<file path="src/rtl/imem_loader.sv">
// Boot-time program loader for the core's instruction memory.
// Takes a valid/ready byte stream, builds little-endian 32-bit words and writes
// them to consecutive word-aligned IMEM addresses. The core's PC is held in reset
// until the requested number of words has been written. The loader then reports
// a wrapping 32-bit checksum of the image.
module imem_loader #(
    parameter int unsigned ADDR_W    = 10,
    parameter logic [31:0] BASE_ADDR = 32'h0000_0000
) (
    input  logic              clk,
    input  logic              reset,
    input  logic              start,
    input  logic [ADDR_W:0]   word_count,
    input  logic              byte_valid,
    input  logic [7:0]        byte_data,
    output logic              byte_ready,
    output logic              imem_we,
    output logic [31:0]       imem_waddr,
    output logic [31:0]       imem_wdata,
    output logic              cpu_hold,
    output logic              busy,
    output logic              done,
    output logic              err,
    output logic [31:0]       checksum
);

    // Largest legal word_count. It needs the extra top bit of word_count.
    localparam logic [ADDR_W:0] Capacity = {1'b1, {ADDR_W{1'b0}}};
    localparam logic [ADDR_W:0] OneWord  = {{ADDR_W{1'b0}}, 1'b1};

    typedef enum logic [1:0] {
        StIdle,
        StRecv,
        StWrite,
        StDone
    } state_e;

    state_e          state_q, state_d;
    logic [1:0]      byte_idx_q;
    logic [23:0]     asm_q;
    logic [31:0]     wdata_q;
    logic [31:0]     addr_q;
    logic [ADDR_W:0] count_q;
    logic [ADDR_W:0] words_q;
    logic [ADDR_W:0] words_inc;
    logic [31:0]     checksum_q;
    logic            hold_q;
    logic            err_q;

    logic            count_legal;
    logic            start_ok;
    logic            start_bad;
    logic            byte_fire;
    logic            last_byte;
    logic            last_word;

    // Decode handshakes, start legality and the end-of-word/end-of-load conditions.
    always_comb begin
        count_legal = (word_count != '0) && (word_count <= Capacity);
        start_ok    = (state_q == StIdle) && start && count_legal;
        start_bad   = (state_q == StIdle) && start && !count_legal;
        byte_fire   = (state_q == StRecv) && byte_valid;
        last_byte   = byte_fire && (byte_idx_q == 2'd3);
        words_inc   = words_q + OneWord;
        last_word   = (words_inc == count_q);
    end

    // Next-state logic and the state-decoded outputs.
    always_comb begin
        state_d    = state_q;
        byte_ready = 1'b0;
        imem_we    = 1'b0;
        busy       = 1'b0;
        done       = 1'b0;
        unique case (state_q)
            StIdle: begin
                if (start_ok) begin
                    state_d = StRecv;
                end
            end
            StRecv: begin
                byte_ready = 1'b1;
                busy       = 1'b1;
                if (last_byte) begin
                    state_d = StWrite;
                end
            end
            StWrite: begin
                imem_we = 1'b1;
                busy    = 1'b1;
                state_d = last_word ? StDone : StRecv;
            end
            StDone: begin
                done    = 1'b1;
                state_d = StIdle;
            end
            default: begin
                state_d = StIdle;
            end
        endcase
    end

    // State register.
    always_ff @(posedge clk or negedge reset) begin
        if (!reset) begin
            state_q <= StIdle;
        end else begin
            state_q <= state_d;
        end
    end

    // Byte index and the assembly of the first three bytes of the current word.
    always_ff @(posedge clk or negedge reset) begin
        if (!reset) begin
            byte_idx_q <= 2'd0;
            asm_q      <= 24'h0;
        end else if (start_ok) begin
            byte_idx_q <= 2'd0;
        end else if (byte_fire) begin
            // The index wraps to 0 after the fourth byte, so it is ready for the next word.
            byte_idx_q <= byte_idx_q + 2'd1;
            unique case (byte_idx_q)
                2'd0:    asm_q[7:0]   <= byte_data;
                2'd1:    asm_q[15:8]  <= byte_data;
                2'd2:    asm_q[23:16] <= byte_data;
                default: asm_q        <= asm_q;
            endcase
        end
    end

    // Write data changes only on the RECV->WRITE transition. The fourth byte goes into the MSB.
    always_ff @(posedge clk or negedge reset) begin
        if (!reset) begin
            wdata_q <= 32'h0;
        end else if (last_byte) begin
            wdata_q <= {byte_data, asm_q};
        end
    end

    // Address, latched count and progress counter.
    always_ff @(posedge clk or negedge reset) begin
        if (!reset) begin
            addr_q  <= BASE_ADDR;
            count_q <= '0;
            words_q <= '0;
        end else if (start_ok) begin
            addr_q  <= BASE_ADDR;
            count_q <= word_count;
            words_q <= '0;
        end else if (state_q == StWrite) begin
            addr_q  <= addr_q + 32'd4;
            words_q <= words_inc;
        end
    end

    // Running checksum. It is cleared on an accepted start and keeps its value after DONE.
    always_ff @(posedge clk or negedge reset) begin
        if (!reset) begin
            checksum_q <= 32'h0;
        end else if (start_ok) begin
            checksum_q <= 32'h0;
        end else if (state_q == StWrite) begin
            checksum_q <= checksum_q + wdata_q;
        end
    end

    // Core hold. It starts asserted and is released on the DONE->IDLE edge.
    always_ff @(posedge clk or negedge reset) begin
        if (!reset) begin
            hold_q <= 1'b1;
        end else if (start_ok) begin
            hold_q <= 1'b1;
        end else if (state_q == StDone) begin
            hold_q <= 1'b0;
        end
    end

    // Error pulse for a start that carries an illegal word_count.
    always_ff @(posedge clk or negedge reset) begin
        if (!reset) begin
            err_q <= 1'b0;
        end else begin
            err_q <= start_bad;
        end
    end

    assign imem_waddr = addr_q;
    assign imem_wdata = wdata_q;
    assign checksum   = checksum_q;
    assign cpu_hold   = hold_q;
    assign err        = err_q;

endmodule

</file>
<file path="config.mk">
export PLATFORM = sky130hd
export DESIGN_NAME = imem_loader
export DESIGN_NICKNAME = d
export VERILOG_FILES = /design/src/rtl/imem_loader.sv
export SDC_FILE = /design/constraint.sdc
export NUM_CORES = 1
export LEC_CHECK = 0
export BUFFER_PORTS_ARGS = -buffer_cell sky130_fd_sc_hd__buf_2
export CAP_MARGIN = 10
export CORE_MARGIN = 2
export CORE_UTILIZATION = 58
export CTS_CLUSTER_DIAMETER = 200
export CTS_CLUSTER_SIZE = 30
export DETAILED_ROUTE_END_ITERATION = 10
export PLACE_DENSITY = 0.81
export SLEW_MARGIN = 20
export SYNTH_ARGS = -nofsm -noshare
export SYNTH_HDL_FRONTEND = slang
export SYNTH_SLANG_ARGS = --single-unit
</file>
<file path="constraint.sdc">
create_clock -name clk -period 4 [get_ports clk]
set_clock_uncertainty 0.15 [all_clocks]
set_input_delay 0.6 -clock clk [delete_from_list [all_inputs] [get_ports clk]]
set_output_delay 0.6 -clock clk [all_outputs]
set_load 0.01 [all_outputs]
</file>
==> results.sh, run 1 <==
export IMPL_clockBufferDepth=2
export IMPL_dr_first_iter_drc_count=500
export IMPL_routed_wl_microns=19300
export IMPL_fin_util=0.6879
export IMPL_maxCapViolCount=0
export IMPL_portBuffers=122
export IMPL_cpPeakStageDelay_ns=0.42
export IMPL_crit_path_end_kind="flip-flop"
export IMPL_syn_avg_cell_area_sq_um=10.13
export IMPL_slew_headroom=0.4124
export IMPL_syn_area_sq_um=8110
export IMPL_num_nets_final=981
export IMPL_rows=43
export IMPL_htree_levels=4
export IMPL_place_gp_congestion=0.9851
export IMPL_antenna_found_initial=0
export IMPL_synth_compound_area_frac=0.1034
export IMPL_synth_xor_area_frac=0.08639
export IMPL_powerDensity_nw_per_um2=705.7
export IMPL_power_total_mw=6.686
export IMPL_net_switching_power_mw=2.548
export IMPL_async_reset_ff_frac=1.000
export IMPL_path_clk_slew_ns=0.06
export IMPL_grt_setup_unrepaired="false"
export IMPL_synth_ff_latch_count=146
export IMPL_io_pins=125
export IMPL_cts_resized_gates=0
export IMPL_ys_warnings_count=0
export IMPL_internal_power_mw=4.138
export IMPL_tightest_slew_ns=0.8814
export IMPL_max_freq_mhz=312.8
export IMPL_post_route_min_period_ns=3.197
export IMPL_grt_pass1_vias=6133
export IMPL_drt_wirelength_per_cell_microns=17.43
export IMPL_vias=6408
export IMPL_clk_latency_ns=0.42
export IMPL_layout_cells_non_filler=1107
export IMPL_num_antenna_cells=0
export IMPL_synthCells=801
export IMPL_finalSetupViolCount=0
export IMPL_required_ns=4.17
export IMPL_min_period_over_period=0.7993
export IMPL_seqPwrFrac=0.362
export IMPL_grt_max_degree=96
export IMPL_synth_simple_gate_area_share=0.1541
export IMPL_p_leak_nw=4.895
export IMPL_synth_top_family_by_area="simple AND/OR/NAND/NOR gates"
export IMPL_cts_hold_buf=0
export IMPL_synth_top_flop_cell="dfrtp_1"
export IMPL_remaining_drc_errors=0
export IMPL_synth_edff_count=0
export IMPL_drtAntennaViolNets=0
export IMPL_grt_pass1_wl_microns=31440
export IMPL_synth_distinct_cells=60
export IMPL_cts_root_buf="clkbuf_16"
export IMPL_start_kind="flip-flop"
export IMPL_place_hpwl_microns=13580
export IMPL_status="finished clean"
export IMPL_clkSinkCount=146
export IMPL_crit_chain="ha_1, fa_1, a21o_1, a221o_1, a41oi_1, buf_4, nand3_1, a221oi_1, o21ai_0, mux2i_1, nor2_1"
export IMPL_gr_total_overflow=0
export IMPL_cts_setup_buffers=0
export IMPL_pwr_share_clk=0.237
export IMPL_areaGrowthSynthToFinish_pct=16.82
export IMPL_cp_max_fo=6
export IMPL_p_sw_frac=0.3811
export IMPL_first_pass_iters=6
export IMPL_cts_tree="built"
export IMPL_muxShareOfSynthArea=0.1109
export IMPL_worstSetupPathType="flip-flop to flip-flop"
export IMPL_track_usage=0.2726
export IMPL_path_buf_inv=1
export IMPL_dieArea_sq_um=14950
export IMPL_fin_hold_ws_ns=0.09913
export IMPL_dp_cells=1076
export IMPL_arrival_ns=3.36
export IMPL_drive_above_1_share=0.2427
export IMPL_via_per_inst=5.789
export IMPL_combPwrFrac=0.401
export IMPL_die_h_microns=122.3
export IMPL_cp_top_family="compound AO/OA/AOI/OAI gates"
export IMPL_cts_buffers=17
export IMPL_hold_class="input pin to async pin"
export IMPL_coreArea_sq_um=13770
export IMPL_die_x_microns=122.3
export IMPL_slowest_stage="a221oi_1"
export IMPL_tns_ns=0
export IMPL_initial_core_util=0.5888
export IMPL_ys_seq_area_frac=0.4506
export IMPL_hold_viol_final=0
export IMPL_irDropWorstVdd_v=0.0004023
export IMPL_drv_slew=0
export IMPL_synthAdderAreaFrac=0.06726
## Yosys cell counts, drive strengths merged (2+ instances only)
cell / n / share of area
dfrtp: 145 / 0.45
nor4: 4 / 0.0049
xor2: 41 / 0.044
or4: 3 / 0.0028
o21ai: 33 / 0.020
or3: 4 / 0.0031
a21oi: 46 / 0.028
a41oi: 2 / 0.0022
and3: 14 / 0.011
a31oi: 6 / 0.0046
a211oi: 6 / 0.0056
mux2: 56 / 0.087
inv: 19 / 0.0088
a21o: 11 / 0.010
buf: 8 / 0.0051
o221ai: 2 / 0.0022
ha: 42 / 0.065
a41o: 2 / 0.0025
nor2: 95 / 0.046
a221o: 2 / 0.0025
nor2b: 5 / 0.0039
a2111oi: 2 / 0.0022
nand2: 85 / 0.042
a31o: 3 / 0.0032
nand3: 21 / 0.013
nand2b: 4 / 0.0031
and4: 4 / 0.0043
o2111ai: 2 / 0.0022
o31a: 2 / 0.0022
mux2i: 19 / 0.023
o22ai: 2 / 0.0015
nor3: 7 / 0.0043
clkbuf: 28 / 0.013
o31ai: 2 / 0.0019
o211ai: 3 / 0.0028
a221oi: 2 / 0.0022
xnor2: 39 / 0.042
nand4: 16 / 0.012
## kinds of logic after synthesis
| logic type | Yosys count |
|---|---|
| DFF | 146 |
| other | 1 |
| buffers and inverters | 55 |
| AOI/OAI and AO/OA | 135 |
| and+or+nand+nor | 266 |
| adders and majority gates | 43 |
| xor gates and xnor gates | 80 |
| muxes | 75 |
## layer usage
| metal | GRT usage | up-vias | routed length [microns] |
|---|---|---|---|
| met2 | 0.4115 | 224 | 8881 |
| li1 | - | 3035 | - |
| met4 | 0.1221 | 0 | 587 |
| met3 | 0.05483 | 41 | 1087 |
| met5 | 0 | - | 0 |
| met1 | 0.3820 | 3108 | 8741 |
## worst paths after layout
path	from	end	slack [ns]	depth (start not counted)
max	imem_wdata[0]	checksum[30]	0.80	11
min	reset	imem_wdata[21]	0.1	1
max reg2reg	imem_wdata[0]	checksum[30]	0.80	11
min reg2reg	cpu_hold	cpu_hold	0.32	2
max in group asynchronous	reset	checksum[11]	2.83	2
min in group clk	word_count[2]	count_q[2]	0.23	3
## state kept, by name, summed over array words and instances (netlist names)
name and flops:
imem_waddr 30, checksum 32, err 1, words_q 11, state_q 2, cpu_hold 1
byte_idx_q 2, count_q 11, asm_q 24, imem_wdata 32
## power by group through the flow
stage,clock [mW],combinational (mW),sequential (mW)
3_5_place_dp,0,2.65,2.43
2_1_floorplan,0,1.81,2.42
6_report,1.59,2.68,2.42
3_3_place_gp,0,2.59,2.42
4_1_cts,1.61,2.68,2.41
5_1_grt,1.68,2.97,2.48
## cell usage in the layout, fill, tap and decap left out, drive strengths merged, types with 14 or more instances in the layout
master  Yosys  layout
xnor2      39      39
and3       14      14
mux2       56      56
nor2       95      95
xor2       41      41
inv        19      19
o21ai      33      33
nand2      85      85
nand4      16      16
dfrtp     145     145
clkbuf     28      21
mux2i      19      19
nand3      21      21
a21oi      46      46
buf         8     130
ha         42      42
## through the flow
stage / worst slack, ns / area, sq um
after CTS: 0.8259 / 9474
after detailed placement: 0.7974 / 8886
after floorplan: 1.007 / 8114
after global routing: 0.5733 / 9474
final: 0.8027 / 9474
after global placement: 0.8756 / 8886
## cell type report
class	count	area (sq um)
fill	1090	4299
multi-input combinational	601	4245
timing repair buffer	130	689.4
sequential	146	3655
clock inverter	10	107.6
tap	180	225.2
clock buffer	21	480.5
inverter	19	71.32
## worst register-to-register path: cells and delay by family (launching register included)
family                     cells  cell delay (ns)
DFF                            1             0.40
and+or+nand+nor                2             0.13
buffers and inverters          1             0.18
muxes                          1             0.17
AOI/OAI and AO/OA              5             1.40
adders and majority gates      2             0.65
Power figures use the tool's default switching activity.
==> run 2, diff against run 1 <==
- CORE_UTILIZATION: 58 -> 52
- PLACE_DENSITY: 0.81 -> 0.77
- clock period: 4 -> 2.7 ns (I/O delays scaled with it)
==> results.sh, run 2 (synthesized netlist as in run 1, its figures left out) <==
export IMPL_drt_wirelength_per_cell_microns=17.50
export IMPL_track_usage=0.2624
export IMPL_final_cell_mix="145 x dfrtp_1, 121 x buf_2, 94 x nor2_1"
export IMPL_irDropWorstVdd_v=0.0006478
export IMPL_start_kind="flip-flop"
export IMPL_path_buf_inv=0
export IMPL_whs_endpoint="count_q[2]"
export IMPL_areaGrowthSynthToFinish_pct=29.30
export IMPL_drv_slew=0
export IMPL_hold_viol_final=0
export IMPL_finalSetupViolCount=9
export IMPL_place_gp_congestion=0.9727
export IMPL_antenna_found_initial=0
export IMPL_timing_rr_start="checksum[0]"
export IMPL_die_x_microns=128.9
export IMPL_grt_max_degree=60
export IMPL_via_per_inst=5.590
export IMPL_combPwrFrac=0.451
export IMPL_coreArea_sq_um=15200
export IMPL_crit_path_end_kind="flip-flop"
export IMPL_seqPwrFrac=0.326
export IMPL_cp_top_family="compound AO/OA/AOI/OAI gates"
export IMPL_slew_headroom=0.6048
export IMPL_wl_met2_microns=10020
export IMPL_highest_layer="met4"
export IMPL_fin_hold_ws_ns=0.02476
export IMPL_initial_core_util=0.5335
export IMPL_grt_setup_unrepaired="true"
export IMPL_num_antenna_cells=0
export IMPL_remaining_drc_errors=0
export IMPL_post_route_min_period_ns=2.816
export IMPL_clkSinkCount=146
export IMPL_ff2ff_path_depth=10
export IMPL_cts_tree="built"
export IMPL_gr_total_overflow=0
export IMPL_clk_latency_ns=0.43
export IMPL_die_h_microns=128.9
export IMPL_r2r_end="checksum[24]"
export IMPL_violations="negative setup slack"
export IMPL_drt_met1_wl_microns=9411
export IMPL_place_hpwl_microns=15410
export IMPL_min_delay_start="word_count[2]"
export IMPL_setup_slack_ns=-0.1159
export IMPL_tns_ns=-0.6066
export IMPL_crit_chain="ha_2, fa_2, a21o_1, a221o_1, a41oi_4, a31oi_2, a31oi_2, xor2_1, nor2_1, a31o_1"
export IMPL_p_sw_frac=0.3715
export IMPL_slowest_stage="dfrtp_1"
export IMPL_placed_cell_area_sq_um=9651
export IMPL_powerDensity_nw_per_um2=1048
export IMPL_portBuffers=122
export IMPL_clockBufferDepth=2
export IMPL_grt_pass1_vias=6610
export IMPL_status="finished, violations left"
export IMPL_drive_above_1_share=0.3389
export IMPL_required_ns=2.87
export IMPL_arrival_ns=2.99
export IMPL_cts_root_buf="clkbuf_16"
export IMPL_drtAntennaViolNets=0
export IMPL_dieArea_sq_um=16610
export IMPL_tightest_slew_ns=0.5902
export IMPL_net_switching_power_mw=4.082
export IMPL_first_pass_iters=5
export IMPL_r2r_slack_ns=-0.12
export IMPL_grt_pass1_wl_microns=33820
export IMPL_worstSetupPathType="flip-flop to flip-flop"
export IMPL_vias=6742
export IMPL_pwr_share_clk=0.223
export IMPL_min_path_cells=3
export IMPL_final_cell_area_sq_um=10490
export IMPL_internal_power_mw=6.907
export IMPL_rows=45
export IMPL_cpPeakStageDelay_ns=0.38
export IMPL_crit_top_cell="a31oi_2"
export IMPL_p_leak_nw=5.384
export IMPL_htree_levels=4
export IMPL_num_nets_final=1072
export IMPL_layout_commonest_cell="dfrtp_1"
export IMPL_routed_wl_microns=21110
export IMPL_max_freq_mhz=355.1
export IMPL_min_period_over_period=1.043
export IMPL_cp_max_fo=3
export IMPL_met3_wirelength_microns=1157
export IMPL_io_pins=125
export IMPL_cts_buffers=17
export IMPL_hold_class="input pin to flip-flop"
export IMPL_maxCapViolCount=0
export IMPL_path_clk_slew_ns=0.06
export IMPL_dr_first_iter_drc_count=453
==> run 2: changes by cell type in the layout (fill, tap and decap cells not counted), sizes merged <==
cell	before	now
clkbuf	21	22
dlygate4sd3	0	1
bufinv	2	3
clkinv	5	4
buf	130	220
clkinvlp	3	2
==> run 2: area by class of cell <==
cell class,count,area [sq um]
Clock buffer,22,484.2
Clock inverter,9,128.9
Fill cell,1180,4716
Inverter,19,71.32
Multi-Input combinational cell,601,4458
Sequential cell,146,3655
Tap cell,188,235.2
Timing Repair Buffer,221,1454
==> run 2: timing repair <==
item | in CTS | in global routing
gates resized for setup | 6 | 26
setup endpoints to repair | 11 | 15
endpoints found under the hold margin | 55 | 0
buffers inserted | 3 | 5
hold buffers | 1 | 0
pin swaps | 11 | 9
==> run 2: routing by layer <==
metal,up-vias,global-route usage
li1,3223,-
met1,3271,0.3519
met2,210,0.4183
met3,38,0.05946
met4,0,0.09847
met5,-,0
==> run 2: power by group through the flow <==
stage	logic, mW	registers [mW]	clock network (mW)
2_1_floorplan	2.74	3.60	0
3_3_place_gp	4.64	3.56	0
3_5_place_dp	4.76	3.59	0
4_1_cts	4.84	3.56	2.47
5_1_grt	5.42	3.67	2.58
6_report	4.96	3.58	2.45
==> run 2: worst reg2reg max path, stage by stage, from the launching register on <==
cell and delay [ns]:
dfrtp_1 0.38, ha_2 0.20, fa_2 0.35, a21o_1 0.18
a221o_1 0.36, a41oi_4 0.26, a31oi_2 0.17, a31oi_2 0.27
xor2_1 0.16, nor2_1 0.05, a31o_1 0.19
==> run 2: through the flow <==
stage / std cells / setup slack, ns / utilization / power [mW]
floorplan: 802 / 0.002912 / - / 6.333
global placement: 1166 / -0.05407 / 0.6348 / 8.205
detailed placement: 1166 / -0.1212 / 0.6348 / 8.352
CTS: 1201 / -0.1039 / 0.6796 / 10.88
global route: 1206 / -0.2257 / 0.6898 / 11.66
finish: 1206 / -0.1159 / 0.6898 / 10.99
==> run 2: how the worst max path moves through the flow <==
| stage | start | slack, ns | cells past startpoint | endpoint |
|---|---|---|---|---|
| 2_1_floorplan | imem_wdata[9] | 0.003 | 9 | checksum[31] |
| 3_3_place_gp | checksum[0] | -0.05 | 11 | checksum[26] |
| 3_5_place_dp | word_count[5] | -0.12 | 9 | imem_waddr[20] |
| 4_1_cts | checksum[0] | -0.10 | 11 | checksum[26] |
| 5_1_grt | checksum[0] | -0.23 | 11 | checksum[14] |
| 6_report | checksum[0] | -0.12 | 10 | checksum[24] |
==> run 3, diff against run 2 <==
--- a/constraint.sdc
+++ b/constraint.sdc
@@ -4,2 +4,2 @@
 set_output_delay 0.405 -clock clk [all_outputs]
-set_load 0.01 [all_outputs]
+set_load 0.005 [all_outputs]
==> results.sh, run 3 (synthesized netlist as in run 1, its figures left out) <==
export IMPL_status="finished, violations left"
export IMPL_violations="negative setup slack"
export IMPL_drv_slew=0
export IMPL_hold_viol_final=0
export IMPL_grt_pass1_wl_microns=34590
export IMPL_min_period_over_period=1.056
export IMPL_setup_slack_ns=-0.1510
export IMPL_seqPwrFrac=0.331
export IMPL_crit_top_cell="a21oi_2"
export IMPL_layout_commonest_cell="dfrtp_1"
export IMPL_arrival_ns=3.04
export IMPL_place_hpwl_microns=15520
export IMPL_fillers=1174
export IMPL_worstSetupPathType="flip-flop to flip-flop"
export IMPL_fin_util=0.6829
export IMPL_cpPeakStageDelay_ns=0.43
export IMPL_areaGrowthSynthToFinish_pct=28.00
export IMPL_internal_power_mw=6.857
export IMPL_powerDensity_nw_per_um2=1042
export IMPL_slew_headroom=0.5480
export IMPL_coreArea_sq_um=15200
export IMPL_pwr_share_clk=0.233
export IMPL_drtAntennaViolNets=0
export IMPL_first_pass_iters=5
export IMPL_cts_root_buf="clkbuf_16"
export IMPL_gr_total_overflow=0
export IMPL_p_leak_nw=5.343
export IMPL_grt_max_degree=62
export IMPL_clkSinkCount=146
export IMPL_start_kind="flip-flop"
export IMPL_cts_buffers=17
export IMPL_drive_above_1_share=0.3314
export IMPL_io_pins=125
export IMPL_htree_levels=4
export IMPL_rows=45
export IMPL_max_freq_mhz=350.8
export IMPL_path_buf_inv=0
export IMPL_p_sw_frac=0.3664
export IMPL_slowest_stage="dfrtp_1"
export IMPL_remaining_drc_errors=0
export IMPL_dp_cells=1165
export IMPL_antenna_found_initial=0
export IMPL_num_nets_final=1067
export IMPL_routed_wl_microns=21550
export IMPL_dieArea_sq_um=16610
export IMPL_cp_top_family="compound AO/OA/AOI/OAI gates"
export IMPL_finalSetupViolCount=10
export IMPL_drt_wirelength_per_cell_microns=17.93
export IMPL_tightest_slew_ns=0.6751
export IMPL_num_antenna_cells=0
export IMPL_dr_first_iter_drc_count=446
export IMPL_layout_cells_non_filler=1202
export IMPL_fin_hold_ws_ns=0.03717
export IMPL_path_clk_slew_ns=0.06
export IMPL_portBuffers=122
export IMPL_via_per_inst=5.665
export IMPL_pre_cts_slack_ns=-0.1639
export IMPL_initial_core_util=0.5335
export IMPL_crit_path_end_kind="flip-flop"
export IMPL_die_h_microns=128.9
export IMPL_place_gp_congestion=0.9837
export IMPL_clockBufferDepth=2
export IMPL_final_cell_mix="145 x dfrtp_1, 121 x buf_2, 94 x nor2_1"
export IMPL_grt_pass1_vias=6700
export IMPL_track_usage=0.2682
export IMPL_die_x_microns=128.9
export IMPL_maxCapViolCount=0
export IMPL_vias=6809
export IMPL_final_cell_area_sq_um=10380
export IMPL_irDropWorstVdd_v=0.0005834
export IMPL_placed_cell_area_sq_um=9584
export IMPL_cp_max_fo=5
export IMPL_cts_tree="built"
export IMPL_clk_latency_ns=0.42
export IMPL_grt_setup_unrepaired="true"
export IMPL_net_switching_power_mw=3.965
export IMPL_hold_class="input pin to flip-flop"
export IMPL_required_ns=2.89
export IMPL_crit_chain="ha_4, a21oi_2, o21ai_0, a221o_1, a21o_1, and3b_1, o31a_1, or4_4, a21oi_2"
export IMPL_combPwrFrac=0.436
export IMPL_post_route_min_period_ns=2.851
-- run 3: power by group through the flow --
stage / clock network (mW) / logic (mW) / registers (mW)
4_1_cts: 2.54 / 4.66 / 3.58
6_report: 2.52 / 4.72 / 3.59
2_1_floorplan: 0 / 2.72 / 3.43
3_3_place_gp: 0 / 4.41 / 3.56
5_1_grt: 2.64 / 5.20 / 3.67
3_5_place_dp: 0 / 4.54 / 3.60
-- run 3: stage by stage --
step	total power, mW	setup TNS, ns
4_1_cts	10.78	-0.7357
6_report	10.82	-0.6725
2_1_floorplan	6.152	0
3_5_place_dp	8.134	-1.486
3_3_place_gp	7.977	-0.2573
5_1_grt	11.51	-1.853
-- run 3: final timing paths --
path | from | to | slack, ns | cells past startpoint
setup / recovery | imem_wdata[12] | checksum[31] | -0.15 | 9
hold / removal | word_count[0] | count_q[0] | 0.04 | 3
setup reg to reg | imem_wdata[12] | checksum[31] | -0.15 | 9
hold reg to reg | cpu_hold | cpu_hold | 0.32 | 2
max in group asynchronous | reset | imem_waddr[19] | 1.38 | 3
min in group asynchronous | reset | imem_wdata[3] | 0.32 | 2
-- run 3: cell type report --
type,count,area [sq um],area share
Multi-Input combinational cell,601,4429,0.4267
Sequential cell,146,3655,0.3521
Timing Repair Buffer,216,1363,0.1313
Clock buffer,19,442.9,0.04267
Tap cell,188,235.2,0.02266
Clock inverter,13,185.2,0.01784
Inverter,19,71.32,0.006870
-- run 3: what timing repair did --
action                     in CTS  in global routing
hold buffers                    1                  0
resized for setup              10                 18
pin swaps                       7                 11
hold endpoints to repair       42                  0
setup endpoints to repair      11                 16
buffers inserted                3                  2
-- run 3: per-layer routing --
metal	up-vias	routed length (microns)	global-route usage
met4	0	439	0.08696
met5	-	0	0
met3	35	1132	0.04407
li1	3213	-	-
met2	218	10440	0.4385
met1	3343	9540	0.3670
-- run 3: worst min-delay path, delay by kind of cell --
| kind | cells | cell delay, ns |
|---|---|---|
| and+or+nand+nor | 2 | 0.08 |
| buffers and inverters | 1 | 0.08 |
